==> config.mk <==
export PLATFORM = sky130hd
export DESIGN_NAME = pwm_update_sched
export DESIGN_NICKNAME = d
export VERILOG_FILES = /design/src/rtl/pluto_pkg.sv /design/src/rtl/pwm_wd_timer.sv /design/src/rtl/pwm_update_sched.sv
export SDC_FILE = /design/constraint.sdc
export NUM_CORES = 1
export LEC_CHECK = 0
export CORE_AREA = 8 8 93 137
export CTS_BUF_LIST = sky130_fd_sc_hd__clkbuf_8
export CTS_CLUSTER_SIZE = 10
export DETAILED_ROUTE_END_ITERATION = 7
export DIE_AREA = 0 0 101 145
export PLACE_DENSITY_LB_ADDON = 0.12
export REMOVE_ABC_BUFFERS = 1
export SLEW_MARGIN = 25
export SYNTH_ARGS = -nofsm -noshare
export SYNTH_HDL_FRONTEND = slang
export SYNTH_HIERARCHICAL = 1
export SYNTH_SLANG_ARGS = --single-unit
==> constraint.sdc <==
create_clock -name clk -period 2.8 [get_ports clk]
set_clock_uncertainty 0.1 [all_clocks]
set_input_delay 0.84 -clock clk [delete_from_list [all_inputs] [get_ports clk]]
set_output_delay 0.84 -clock clk [all_outputs]
set_load 0.02 [all_outputs]
==> src/rtl/pluto_pkg.sv <==
// Shared definitions for the PWM command path: command-word layout and scheduler states.
package pluto_pkg;

  localparam int CMD_W    = 16;
  localparam int DUTY_MSB = 10;
  localparam int UPINV    = 12;
  localparam int DNINV    = 13;
  localparam int DITHER   = 14;
  localparam int DIR      = 15;

  typedef enum logic [1:0] {
    IDLE    = 2'd0,
    ARMED   = 2'd1,
    TRIPPED = 2'd2
  } state_t;

  // Duty and direction forced to zero; inversion/dither kept so outputs rest at idle polarity.
  function automatic logic [CMD_W-1:0] idle_word(input logic [CMD_W-1:0] w);
    logic [CMD_W-1:0] r;
    r = w;
    r[DUTY_MSB:0] = '0;
    r[DIR] = 1'b0;
    return r;
  endfunction

endpackage

==> src/rtl/pwm_wd_timer.sv <==
// Saturating PWM-period counter; expire pulses on the period_end that makes it reach WD_PERIODS.
module pwm_wd_timer #(
  parameter int WD_PERIODS = 200,
  parameter int WD_W       = 8
) (
  input  logic clk,
  input  logic reset,
  input  logic clear,
  input  logic inc,
  output logic expire
);

  localparam logic [WD_W-1:0] SAT  = WD_W'(WD_PERIODS);
  localparam logic [WD_W-1:0] LAST = WD_W'(WD_PERIODS - 1);
  localparam logic            ENABLE = (WD_PERIODS != 0);

  logic [WD_W-1:0] count_reg;

  // Expiry is independent of clear so the top can let a trip veto a same-cycle commit.
  assign expire = ENABLE && inc && (count_reg == LAST);

  always_ff @(posedge clk) begin
    if (reset) begin
      count_reg <= '0;
    end else if (clear) begin
      count_reg <= '0;
    end else if (inc && (count_reg != SAT)) begin
      count_reg <= count_reg + 1'b1;
    end
  end

endmodule

==> src/rtl/pwm_update_sched.sv <==
// Shadowed PWM command words, transferred atomically on a period boundary after commit,
// with a watchdog that parks all channels at zero duty if commits stop arriving.
module pwm_update_sched
  import pluto_pkg::*;
#(
  parameter int NCHAN      = 4,
  parameter int WD_PERIODS = 200,
  parameter int WD_W       = 8,
  localparam int CHAN_W    = (NCHAN > 1) ? $clog2(NCHAN) : 1
) (
  input  logic                   clk,
  input  logic                   reset,
  input  logic                   wr_en,
  input  logic [CHAN_W-1:0]      wr_chan,
  input  logic [CMD_W-1:0]       wr_data,
  input  logic                   commit,
  input  logic                   wd_clear,
  input  logic                   period_end,
  output logic [CMD_W*NCHAN-1:0] pwm_active,
  output logic [NCHAN-1:0]       pending,
  output logic                   armed,
  output logic                   wd_tripped
);

  state_t state_reg, state_next;

  logic [CMD_W-1:0] shadow_reg [NCHAN];
  logic [CMD_W-1:0] active_reg [NCHAN];
  logic [NCHAN-1:0] pending_reg;

  logic expire;
  logic trip;
  logic commit_ok;
  logic transfer;

  pwm_wd_timer #(
    .WD_PERIODS (WD_PERIODS),
    .WD_W       (WD_W)
  ) u_wd_timer (
    .clk    (clk),
    .reset  (reset),
    .clear  (commit_ok || wd_clear),
    .inc    (period_end),
    .expire (expire)
  );

  // A wd_clear in the same cycle as an expiry counts as a fresh start, not a trip.
  assign trip      = expire && !wd_clear;
  assign commit_ok = commit && !trip &&
                     ((state_reg == IDLE) || ((state_reg == TRIPPED) && wd_clear));
  assign transfer  = (state_reg == ARMED) && period_end && !trip;

  always_comb begin
    state_next = state_reg;
    if (trip) begin
      state_next = TRIPPED;
    end else begin
      case (state_reg)
        IDLE:    if (commit_ok) state_next = ARMED;
        ARMED:   if (period_end) state_next = IDLE;
        TRIPPED: if (wd_clear) state_next = commit_ok ? ARMED : IDLE;
        default: state_next = IDLE;
      endcase
    end
  end

  always_ff @(posedge clk) begin
    if (reset) begin
      state_reg <= IDLE;
    end else begin
      state_reg <= state_next;
    end
  end

  generate
    for (genvar gi = 0; gi < NCHAN; gi++) begin : g_chan
      logic wr_hit;
      assign wr_hit = wr_en && (wr_chan == CHAN_W'(gi));

      // Transfer uses the pre-write shadow; a coincident write stays pending for next time.
      always_ff @(posedge clk) begin
        if (reset) begin
          shadow_reg[gi]  <= '0;
          active_reg[gi]  <= '0;
          pending_reg[gi] <= 1'b0;
        end else begin
          if (trip) begin
            active_reg[gi] <= idle_word(active_reg[gi]);
          end else if (transfer && pending_reg[gi]) begin
            active_reg[gi] <= shadow_reg[gi];
          end
          if (wr_hit) begin
            shadow_reg[gi]  <= wr_data;
            pending_reg[gi] <= 1'b1;
          end else if (transfer) begin
            pending_reg[gi] <= 1'b0;
          end
        end
      end

      assign pwm_active[gi*CMD_W +: CMD_W] = active_reg[gi];
    end
  endgenerate

  assign pending    = pending_reg;
  assign armed      = (state_reg == ARMED);
  assign wd_tripped = (state_reg == TRIPPED);

endmodule
==> impl_summary.md <==
Run status
The run finished with clean final reports.

Timing
Setup repair after global routing left no endpoint under its margin. Static timing analysis puts the maximum clock frequency at 0.381 GHz. The share of the clock period used by the worst path after layout is 0.937. Setup violations remaining at the end of the flow were counted as 0. Subtracting the final worst setup slack from the clock period gives 2.62 ns. The transition time of the tightest slew-check pin is 0.861 ns. The number of pins exceeding their max-slew limit in the final report is 0.

The remaining max-slew budget at the tightest pin is 0.423. The setup slack of the critical path after layout is 0.176 ns. The total count of hold-check failures in the final report is 0.

Critical path
The data required time of the worst path is 1.86 ns. The slowest cell on the critical path is clkdlybuf4s50_1. The critical path's largest stage delay is 0.64 ns.

The worst reg-to-reg path cell count is 7. The worst setup path is captured at a primary output. Of all nets on the critical path, the largest fanout is 5.

The arrival time at the worst endpoint is 1.68 ns. The startpoint type of the worst setup path is a flip-flop. The origin of the worst setup path is state_reg[1].

In this run the critical register-to-register path is launched from u_wd_timer/count_reg[4]. The category of the critical setup timing path is flip-flop to primary output. Traced cell by cell, the critical path runs through nor2b_1 > clkdlybuf4s50_1.

Die
The top-level port count is 94. The region available for standard cell placement spans 10800 sq um. The vertical die dimension is 145 microns. The number of rows in the core area is 47. The area of the die is 14600 sq um. The die is 101 microns wide. The initial utilization of the core area, before any placement, comes to 0.530.

Logic synthesis
The Yosys step of the flow raised 6 warnings. The count of flip-flops with a built-in enable after synthesis is 128. The fraction of registers with async set/reset is 0. The cell area after technology mapping is 5730 sq um.

The count of cell types in the netlist is 36. The sequential area share after synthesis is 0.720. The count of mapped cells out of synthesis is 368. The most used flip-flop cell after synthesis is edfxtp_1. By area the synthesized netlist is led by edfxtp_1 67%, and2_1 8.0%, and2_2 7.2%.

The synthesized design contains 142 register bits. The biggest area contributor in the post-synthesis netlist is edfxtp_1. The average size of a mapped cell is 15.6 sq um. The proportion of netlist area held by the largest area contributor is 0.671.

Worst hold path
The worst hold path begins at u_wd_timer/count_reg[7]. The classification of the worst-slack hold path is flip-flop to flip-flop. The number of cells on the worst hold path is 2.

Clock network
After clock tree synthesis, the clock-pin slew on the worst setup and hold paths is 0.08 ns. TritonCTS built the clock tree. The clock root buffer is clkbuf_8.

The CTS buffer count is 17. The level count of the clock H-tree is 4. The insertion delay of the later-clocked pin in the worst-skew pair is 0.43 ns. For this design, the CTS-stage hold fixing added 0 buffers.

CTS saw 142 sinks. The number of gates resized after CTS is 0. Post-CTS timing repair inserted 0 buffers for setup.

The maximum number of buffers from clock root to sink is 2.

Global routing
The met3 usage in global routing is 0.0570. The first-pass GRT wire length is 16900 microns. The via count of the first global-routing pass is 3305. For met2 alone, demand over resource in global routing was 0.281. The number of antenna violations at the first check in global routing is 0. The peak-usage layer in the global routing report is met2.

The remaining global-route overflow is 0. For this run, global-route usage on met1 was measured as 0.144. The largest net degree at the start of global routing is 22. Across every metal layer, demand over resource in global routing totals 0.158.

Power and ir drop
The analysis attributes to net switching a power of 1.01 mW. Power comes to 4.38 mW. Internal power comes to 3.37 mW. The share of total power dissipated in the clock network is 0.365. The share of total power dissipated in combinational logic is 0.076.

Of the total power, registers draw 0.559. The switching share of total power is 0.230. Power spread over the standard cell area amounts to 594 nW/um^2.

The maximum vdd drop is 0.329 mV. The analysis attributes to cell leakage a power of 2.76 nW.

Route
The pre-antenna-repair detailed-routing pass consisted of 4 iterations. The detailed router placed 3222 vias in this run. The routed wirelength normalized by instance count is 17.2 microns. The total routed wirelength is 11100 microns. The routed via count divided by cell count is 4.98. For this run, design rule violations remaining after detail routing come to 0. After the first detailed-routing iteration, the DRC count stood at 101. Once detail routing completed, the nets flagged for antenna violations numbered 0.

Placement
At the end of routability-driven placement, the weighted congestion stood at 0.774. The half-perimeter wire length after detailed placement is 8210 microns. The count of buffers added on input and output ports is 93.

The number of placed instances with taps included is 615. The worst setup slack before clock tree synthesis is -0.180 ns.

Final layout
In the final layout, the share of cells above drive strength 1 is 0.242. 0 antenna diodes ended up in the layout. The post-layout utilization of the core is 0.681.

The total of fill cells in the finished design is 768. The number of standard cells in the layout, taps in and fillers out is 647. For this run, the post-layout net count is 513. Compared with the post-synthesis result, the final layout area differs by 28.6%.

Flow run
The number of max-cap violations is 0.
[kinds of logic (layout without fill, tap and decap cells)]
family,Yosys count,count (layout),share of synthesized area
adders and majority gates,2,2,0.00437
buffers and inverters,19,151,0.0207
muxes,2,2,0.00349
DFF,142,142,0.720
and+or+nand+nor,174,174,0.214
AOI/OAI and AO/OA,27,27,0.0349
xor gates and xnor gates,2,2,0.00306
[stage by stage]
stage / area (sq um) / setup TNS [ns] / hold slack, ns
2_1_floorplan: 5630 / -6.86 / 0.358
3_3_place_gp: 6970 / -11.57 / 0.374
3_5_place_dp: 6970 / -15.51 / 0.391
4_1_cts: 7370 / 0 / 0.402
5_1_grt: 7370 / 0 / 0.438
6_report: 7370 / 0 / 0.394
[Yosys cell counts, types with 3 or more instances]
| library cell | number |
|---|---|
| edfxtp_1 | 128 |
| and2_1 | 73 |
| and2_2 | 55 |
| dfxtp_1 | 14 |
| a21o_1 | 12 |
| nand2_1 | 8 |
| nor2_1 | 7 |
| buf_6 | 6 |
| inv_1 | 6 |
| clkbuf_1 | 5 |
| a21oi_1 | 4 |
| nor4b_4 | 4 |
| o21bai_1 | 4 |
| nand2b_1 | 3 |
| nor2b_1 | 3 |
| o21ai_0 | 3 |
| or2_2 | 3 |
| or3_1 | 3 |
[routing by layer]
metal / up-vias / wire length (microns)
met5: - / 0
met4: 0 / 641
met3: 33 / 670
met2: 108 / 5970
met1: 1547 / 3860
li1: 1534 / -
[placed cells by master, fill, tap and decap left out, types with 6 or more instances in the layout]
| cell type | instances |
|---|---|
| buf_12 | 6 |
| dfxtp_1 | 14 |
| inv_1 | 6 |
| buf_4 | 14 |
| a21o_1 | 12 |
| nand2_1 | 8 |
| clkdlybuf4s50_1 | 93 |
| and2_1 | 73 |
| clkbuf_8 | 17 |
| edfxtp_1 | 128 |
| nor2_1 | 7 |
| and2_2 | 55 |
[final timing paths]
| kind | endpoint | slack (ns) |
|---|---|---|
| max | wd_tripped | 0.18 |
| min | u_wd_timer/count_reg[7] | 0.39 |
| max reg2reg | active_reg[1][2] | 0.49 |
| min reg2reg | u_wd_timer/count_reg[7] | 0.39 |
[power by group through the flow]
stage / clock, mW / combinational [mW] / sequential, mW
global route: 1.70 / 0.353 / 2.46
finish: 1.60 / 0.334 / 2.45
global placement: 0 / 0.333 / 2.50
detailed placement: 0 / 0.337 / 2.50
floorplan: 0 / 0.0850 / 2.55
CTS: 1.62 / 0.338 / 2.45
[area by class of cell]
cell class	instances	area (sq um)	area share
flip-flops and latches	142	4120	0.559
well taps	147	184	0.0249
repair buffers	113	1160	0.157
inverters	6	22.5	0.00305
multi-input cells	207	1490	0.202
clock inverters	15	164	0.0222
clock buffers	17	234	0.0317
[worst max-delay path: cells and delay by family (launching register included)]
kind / cells / cell delay (ns)
flops: 1 / 0.40
simple gates: 1 / 0.21
buf+inv: 1 / 0.64
No activity file was read; power rests on OpenSTA's default activity.
